File: src/rtl/videomem_rd_burst_pkg.sv
// rtl/videomem_rd_burst_pkg.sv - shared video memory constants for the requester and burst reader
package videomem_rd_burst_pkg;

  localparam int VMEM_ADDR_W    = 25;
  localparam int VMEM_DATA_W    = 16;
  localparam int VMEM_BURST_LEN = 8;

  localparam int VMEM_H_ACTIVE        = 1280;
  localparam int VMEM_V_ACTIVE        = 720;
  // One 16-bit word per pixel, so a line is H_ACTIVE words.
  localparam int VMEM_WORDS_PER_LINE  = VMEM_H_ACTIVE;
  localparam int VMEM_BURSTS_PER_LINE = VMEM_WORDS_PER_LINE / VMEM_BURST_LEN;
  localparam int VMEM_FRAME_WORDS     = VMEM_WORDS_PER_LINE * VMEM_V_ACTIVE;

  typedef logic [VMEM_ADDR_W-1:0] vmem_addr_t;

  function automatic vmem_addr_t vmem_line_base(input int unsigned line);
    return vmem_addr_t'(line * VMEM_WORDS_PER_LINE);
  endfunction

endpackage

File: src/rtl/videomem_rd_burst.sv
// rtl/videomem_rd_burst.sv - fixed-length Avalon-MM burst read sequencer with in-flight limit
module videomem_rd_burst
  import videomem_rd_burst_pkg::*;
#(
  parameter int DATA_W          = VMEM_DATA_W,
  parameter int ADDR_W          = VMEM_ADDR_W,
  parameter int BURST_LEN       = VMEM_BURST_LEN,
  parameter int MAX_OUTSTANDING = 4
) (
  input  logic                                       mem_clock,
  input  logic                                       reset_n,
  input  logic                                       read_request,
  input  logic [ADDR_W-1:0]                          read_addr,
  output logic                                       read_req_ack,
  output logic                                       mem_ready,
  output logic                                       avm_read,
  output logic [ADDR_W-1:0]                          avm_address,
  output logic [4:0]                                 avm_burstcount,
  input  logic                                       avm_waitrequest,
  input  logic                                       avm_readdatavalid,
  input  logic [DATA_W-1:0]                          avm_readdata,
  output logic                                       rdata_valid,
  output logic [DATA_W-1:0]                          rdata,
  output logic [$clog2(MAX_OUTSTANDING+1)-1:0]       outstanding,
  output logic                                       burst_err
);

  localparam int CNT_W  = $clog2(MAX_OUTSTANDING + 1);
  localparam int BEAT_W = $clog2(BURST_LEN);

  localparam logic [CNT_W:0]      MAX_OUT_L  = (CNT_W + 1)'(MAX_OUTSTANDING);
  localparam logic [BEAT_W-1:0]   LAST_BEAT  = BEAT_W'(BURST_LEN - 1);
  localparam logic [4:0]          BURSTCOUNT = 5'(BURST_LEN);

  logic                 r_cmd_pending;
  logic [ADDR_W-1:0]    r_addr;
  logic [CNT_W-1:0]     r_outstanding;
  logic [BEAT_W-1:0]    r_beat_cnt;
  logic                 r_burst_err;
  logic                 r_rdata_valid;
  logic [DATA_W-1:0]    r_rdata;

  logic [CNT_W:0]       w_in_flight;
  logic                 w_slot_free;
  logic                 w_ack;
  logic                 w_accept;
  logic                 w_issue;
  logic                 w_beat_ok;
  logic                 w_beat_orphan;
  logic                 w_last_beat;

  // A pending command already holds a slot, so it counts against the limit.
  assign w_in_flight   = {1'b0, r_outstanding} + {{CNT_W{1'b0}}, r_cmd_pending};
  assign w_slot_free   = (w_in_flight < MAX_OUT_L);
  assign w_ack         = !r_cmd_pending && w_slot_free;
  assign w_accept      = read_request && w_ack;
  assign w_issue       = r_cmd_pending && !avm_waitrequest;
  assign w_beat_ok     = avm_readdatavalid && (r_outstanding != '0);
  assign w_beat_orphan = avm_readdatavalid && (r_outstanding == '0);
  assign w_last_beat   = w_beat_ok && (r_beat_cnt == LAST_BEAT);

  always_ff @(posedge mem_clock or negedge reset_n) begin
    if (!reset_n) begin
      r_cmd_pending <= 1'b0;
      r_addr        <= '0;
    end else if (w_accept) begin
      r_cmd_pending <= 1'b1;
      r_addr        <= read_addr;
    end else if (w_issue) begin
      r_cmd_pending <= 1'b0;
    end
  end

  always_ff @(posedge mem_clock or negedge reset_n) begin
    if (!reset_n) begin
      r_outstanding <= '0;
    end else begin
      case ({w_issue, w_last_beat})
        2'b10:   r_outstanding <= r_outstanding + 1'b1;
        2'b01:   r_outstanding <= r_outstanding - 1'b1;
        default: r_outstanding <= r_outstanding;
      endcase
    end
  end

  always_ff @(posedge mem_clock or negedge reset_n) begin
    if (!reset_n) begin
      r_beat_cnt <= '0;
    end else if (w_beat_ok) begin
      r_beat_cnt <= w_last_beat ? '0 : r_beat_cnt + 1'b1;
    end
  end

  // Beats with nothing outstanding are dropped and flagged until the next reset.
  always_ff @(posedge mem_clock or negedge reset_n) begin
    if (!reset_n) begin
      r_burst_err <= 1'b0;
    end else if (w_beat_orphan) begin
      r_burst_err <= 1'b1;
    end
  end

  always_ff @(posedge mem_clock or negedge reset_n) begin
    if (!reset_n) begin
      r_rdata_valid <= 1'b0;
      r_rdata       <= '0;
    end else begin
      r_rdata_valid <= w_beat_ok;
      if (w_beat_ok) begin
        r_rdata <= avm_readdata;
      end
    end
  end

  assign read_req_ack   = w_ack;
  assign mem_ready      = w_slot_free;
  assign avm_read       = r_cmd_pending;
  assign avm_address    = r_addr;
  assign avm_burstcount = BURSTCOUNT;
  assign rdata_valid    = r_rdata_valid;
  assign rdata          = r_rdata;
  assign outstanding    = r_outstanding;
  assign burst_err      = r_burst_err;

endmodule

File: config.mk
export PLATFORM = sky130hd
export DESIGN_NAME = videomem_rd_burst
export DESIGN_NICKNAME = d
export VERILOG_FILES = /design/src/rtl/videomem_rd_burst_pkg.sv /design/src/rtl/videomem_rd_burst.sv
export SDC_FILE = /design/constraint.sdc
export NUM_CORES = 1
export LEC_CHECK = 0
export ABC_CLOCK_PERIOD_IN_PS = 2300
export CAP_MARGIN = 20
export CORE_MARGIN = 3
export CORE_UTILIZATION = 41
export DETAILED_ROUTE_END_ITERATION = 8
export PLACE_DENSITY = 0.88
export SLEW_MARGIN = 40
export SYNTH_ARGS = -nofsm -noshare
export SYNTH_HDL_FRONTEND = slang
export SYNTH_SLANG_ARGS = --single-unit
File: constraint.sdc
create_clock -name mem_clock -period 2.3 [get_ports mem_clock]
set_input_delay 0.575 -clock mem_clock [delete_from_list [all_inputs] [get_ports mem_clock]]
set_output_delay 0.575 -clock mem_clock [all_outputs]
set_load 0.005 [all_outputs]
# --- Word level (Yosys, flattened, before mapping) ---
# Cells that the tools add are included.
# Widths: inputs -> output; s select.
classes:
  addsub: 4
  n_lt_le_gt_ge: 1
  eq_ne: 3
  n_mux: 4
  reduce_logical: 12
ops:
  columns: ["op", "count"]
  rows:
  - ["$add 3x1->3 const B", 2]
  - ["$logic_and 1x1->1", 6]
  - ["$pmux 3 s2", 1]
  - ["$add 3x1->4", 1]
  - ["$lt 4x3->1 const B", 1]
  - ["$reduce_bool 2->1", 2]
  - ["$eq 3x3->1 const B", 1]
  - ["$logic_not 3->1", 1]
  - ["$mux 3", 1]
  - ["$reduce_bool 3->1", 1]
  - ["$sub 3x1->3 const B", 1]
  - ["$eq 2x1->1 const B", 1]
  - ["$eq 2x2->1 const B", 1]
  - ["$logic_not 1->1", 2]
  - ["$mux 1", 2]
word_totals:
  register_bits: 50
  in_bits: 46
  word_cells: 31

# --- Logic depth before layout (Yosys ltp) ---
depth:
  word_depth: 5
  depth_mapped: 10
  depth_no_buf: 10

# --- Worst setup path after synthesis ---
# OpenSTA, ideal clock, no wires.
synth_path:
  path_type: "input to register"
  start: "input avm_readdatavalid"
  end: "register r_outstanding[2], in the netlist outstanding[2]"
  arrival_ps: 1885
  required_ps: 2220
  setup_slack_ps: 336
  stages: 9
  cell_sequence: "o31ai_4 buf_2 nor2_1 ha_1 inv_1 fa_1 xor2_1 nor2_1 xor2_1"
synth_via:
  elab_chain_cells: 4
synth_lines:
  columns: ["item", "line_no", "source"]
  rows:
  - ["start, declared", "videomem_rd_burst.sv:20", "input logic avm_readdatavalid,"]
  - ["$logic_and 1x1->1 (*)", "videomem_rd_burst.sv:58", "assign w_beat_ok = avm_readdatavalid && (r_outstanding != '0);"]
  - ["$logic_and 1x1->1 (*)", "videomem_rd_burst.sv:60", "assign w_last_beat = w_beat_ok && (r_beat_cnt == LAST_BEAT);"]
  - ["$eq 2x1->1 or $eq 2x2->1 (tied branches)", "videomem_rd_burst.sv:78", "case ({w_issue, w_last_beat})"]
  - ["$pmux 3 s2 or $reduce_bool 2->1 (tied branches)", null, null]
  - ["end signal, assigned", "videomem_rd_burst.sv:79", "2'b10: r_outstanding <= r_outstanding + 1'b1;"]
  - ["end signal, assigned", "videomem_rd_burst.sv:80", "2'b01: r_outstanding <= r_outstanding - 1'b1;"]
  - ["end signal, assigned", "videomem_rd_burst.sv:81", "default: r_outstanding <= r_outstanding;"]
  - ["end, declared", "videomem_rd_burst.sv:37", "logic [CNT_W-1:0] r_outstanding;"]
# Every way passes the cells marked *; elsewhere a longest branch is shown, timed or not.
# A chain may end at the register's enable or synchronous reset.

# --- Worst setup path after layout ---
layout_path:
  start: "register r_outstanding[0], in the netlist outstanding[0]"
  end: "output mem_ready"
layout_via:
  elab_chain_cells: 2
layout_lines:
  columns: ["item", "line_no", "source"]
  rows:
  - ["$add 3x1->4", "videomem_rd_burst.sv:53", "assign w_in_flight = {1'b0, r_outstanding} + {{CNT_W{1'b0}}, r_cmd_pending};"]
  - ["$lt 4x3->1", "videomem_rd_burst.sv:54", "assign w_slot_free = (w_in_flight < MAX_OUT_L);"]
  - ["end, declared", "videomem_rd_burst.sv:15", "output logic mem_ready,"]
# Every way passes these cells.

==> results.py <==
metrics = {
    "clocking": {
        "clk_latency_ns": 0.29,
        "cts_tree": "done",
        "cts_root_buffer": "clkbuf_8",
        "h-tree-depth": 2,
        "cts_sinks": 50,
        "cts_setup_buffers": 0,
        "hold_buffers": 0,
        "post_cts_resize_count": 0,
        "tritoncts.num_buffers": 5,
        "clk_path_buf_depth": 2,
        "cts.clk_slew.worst_paths_ns": 0.08,
    },
    "route": {
        "vias": 1376,
        "post-route-drc-count": 0,
        "drtIter0Drc": 24,
        "first_pass_iters": 4,
        "wl_um": 4340,
        "viasPerCell": 4.60,
        "wl_per_cell_um": 14.5,
        "ant_nets": 0,
    },
    "cells_and_area": {
        "final_cell_area_um2": 3220,
        "antenna_cells": 0,
        "final_util_pct": 66.5,
        "drive_gt1_share_pct": 25.0,
        "nNetsFinal": 282,
        "syn_to_final_growth_pct": 52.2,
    },
    "sta": {
        "post-route-period-util_pct": 89.8,
        "holdWs_ns": 0.270,
        "slew_headroom_pct": 61.5,
        "drv_slew": 0,
        "fmax_mhz": 484,
        "worst_slew_pin_slew_ns": 0.578,
        "fin_crit_ns": 2.07,
        "finClkSkew_ns": 0.00122,
        "setup_tns_ns": 0,
        "finalSetupViolCount": 0,
        "rsz0062_at_grt": "false",
        "finalHoldViolations": 0,
    },
    "logic_synthesis": {
        "yosys.area_share.simple_pct": 2.36,
        "ys_seq_area_share_pct": 59.1,
        "synth_edf_count": 0,
        "synth_xor_xnor_area_share_pct": 1.24,
        "synth_ff_type": "dfrtp_1",
        "synthCells": 133,
        "syn_area_um2": 2120,
        "synth_compound_area_share_pct": 2.84,
        "synth.yosys.warnings": 0,
        "yosysUniqueCellTypes": 23,
        "ys_seq_elements": 50,
        "async_flop_share_pct": 100,
        "muxShareOfSynthArea_pct": 25.7,
        "synth_top_family_by_area": "multiplexers",
        "avgSynthCellArea_um2": 15.9,
        "synth_adder_area_share_pct": 2.72,
    },
    "pwr": {
        "ir_drop_v": 0.000714,
        "p_total_mw": 4.10,
        "p_leak_nw": 1.40,
        "power_density_nw_per_um2": 1270,
    },
    "place": {
        "io_buffers": 94,
        "place_congestion": 0.745,
        "place.detailed.hpwl_um": 3330,
        "postPlaceCellArea_um2": 3110,
    },
    "die": {
        "coreArea_um2": 4850,
        "initial_core_util_pct": 43.7,
        "io_pins": 100,
        "dieArea_um2": 6060,
        "dieHeight_um": 77.9,
        "die_w_um": 77.9,
        "rows": 25,
    },
    "setup_path": {
        "crit_chain": "a31oi_1, clkdlybuf4s50_1",
        "critPathRequiredTime_ns": 1.73,
        "crit-reg2reg-launch": "r_beat_cnt[0]",
        "cp-start-kind": "flop",
        "path_class": "flop to output port",
        "arrival_ns": 1.49,
        "regToRegSetupSlack_ns": 0.38,
        "slowest_delay_ns": 0.52,
        "endpoint_kind": "output port",
        "critical_path.max_fanout": 6,
        "r2r-end": "outstanding[2]",
        "r2r_cells": 10,
        "crit_path_top_delay_cell": "clkdlybuf4s50_1",
    },
    "global_route": {
        "overflow": 0,
        "grt_pass1_wl_um": 7170,
        "grt_max_degree": 27,
        "grt_pass1_vias": 1425,
        "antenna_found_initial": 0,
        "grt_usage_pct": 15.1,
    },
    "job": {
        "cap_violations": 0,
    },
    "worst_hold_path": {
        "hold_path_class": "input port to async pin",
    },
    "run_status": {
        "status": "finished, final reports clean",
    },
}
-- metrics by stage --
| step | setup slack, ns | cells |
|---|---|---|
| after floorplan | 0.336 | 136 |
| after global placement | -0.0372 | 292 |
| after detailed placement | -0.101 | 292 |
| after CTS | 0.222 | 299 |
| after global routing | 0.124 | 299 |
| final | 0.234 | 299 |
-- per-layer routing --
layer	vias to the layer above	share of wire, %	GRT usage (%)
li1	638	-	-
met1	676	43	19.1
met2	55	50	25.2
met3	7	5.8	4.64
met4	0	0.92	3.74
met5	-	0	0
-- kinds of logic after synthesis --
| kind of cell | after synthesis |
|---|---|
| AO/OA/AOI/OAI | 7 |
| XOR/XNOR | 3 |
| adder cells (fa/ha/maj) | 4 |
| buffers and inverters | 15 |
| flip-flops | 50 |
| multiplexers | 42 |
| other | 2 |
| AND/OR/NAND/NOR | 10 |
-- synth_stat cells (all sizes together) (2+ instances only) --
| library cell | count | share of area (%) |
|---|---|---|
| dfrtp | 50 | 59 |
| mux2 | 42 | 26 |
| buf | 10 | 4.8 |
| inv | 5 | 0.89 |
| a21o | 3 | 1.1 |
| ha | 3 | 1.8 |
| nand2 | 3 | 0.53 |
| nor2 | 3 | 0.65 |
| conb | 2 | 0.35 |
| nor3 | 2 | 0.47 |
| o21ai | 2 | 0.47 |
| xor2 | 2 | 0.83 |
-- where the power goes --
part | total (mW) | switching (mW) | internal, mW
sequential | 1.59 | 0.282 | 1.31
combinational | 1.90 | 0.543 | 1.35
clock | 0.612 | 0.264 | 0.348
total | 4.10 | 1.09 | 3.01
-- final cells by class --
cell class	instances	area (µm²)
Multi-Input combinational cell	71	757
Sequential cell	50	1250
Tap cell	67	83.8
Timing Repair Buffer	99	998
Inverter	5	18.8
Clock inverter	1	30.0
Clock buffer	6	82.6
Fill cell	377	1630
-- worst max-delay path, delay by kind of cell, from the launching register on --
kind / cells / cell delay, ns
DFF: 1 / 0.47
AOI/OAI and AO/OA: 1 / 0.20
buffers and inverters: 1 / 0.52
-- state kept, by name (all words and copies together), names as in the netlist --
signal	cells
avm_address	25
avm_read	1
burst_err	1
outstanding	3
r_beat_cnt	3
rdata	16
rdata_valid	1
-- layout by cell type (no fill, tap or decap), drive strengths merged, types with 2 or more instances in the layout --
cell type / count
clkbuf: 6
o21ai: 2
nor2: 3
clkdlybuf4s50: 93
mux2: 42
a21o: 3
ha: 3
buf: 6
xor2: 2
inv: 5
dfrtp: 50
nor3: 2
nand2: 3
conb: 5
-- how the worst max path moves through the flow --
stage	endpoint	slack, ns	start
6_report	mem_ready	0.23	outstanding[0]
5_1_grt	mem_ready	0.12	outstanding[1]
4_1_cts	mem_ready	0.22	outstanding[0]
3_5_place_dp	outstanding[2]	-0.10	avm_readdatavalid
3_3_place_gp	outstanding[2]	-0.04	avm_readdatavalid
2_1_floorplan	outstanding[2]	0.34	avm_readdatavalid
Power figures use the tool's default switching activity.
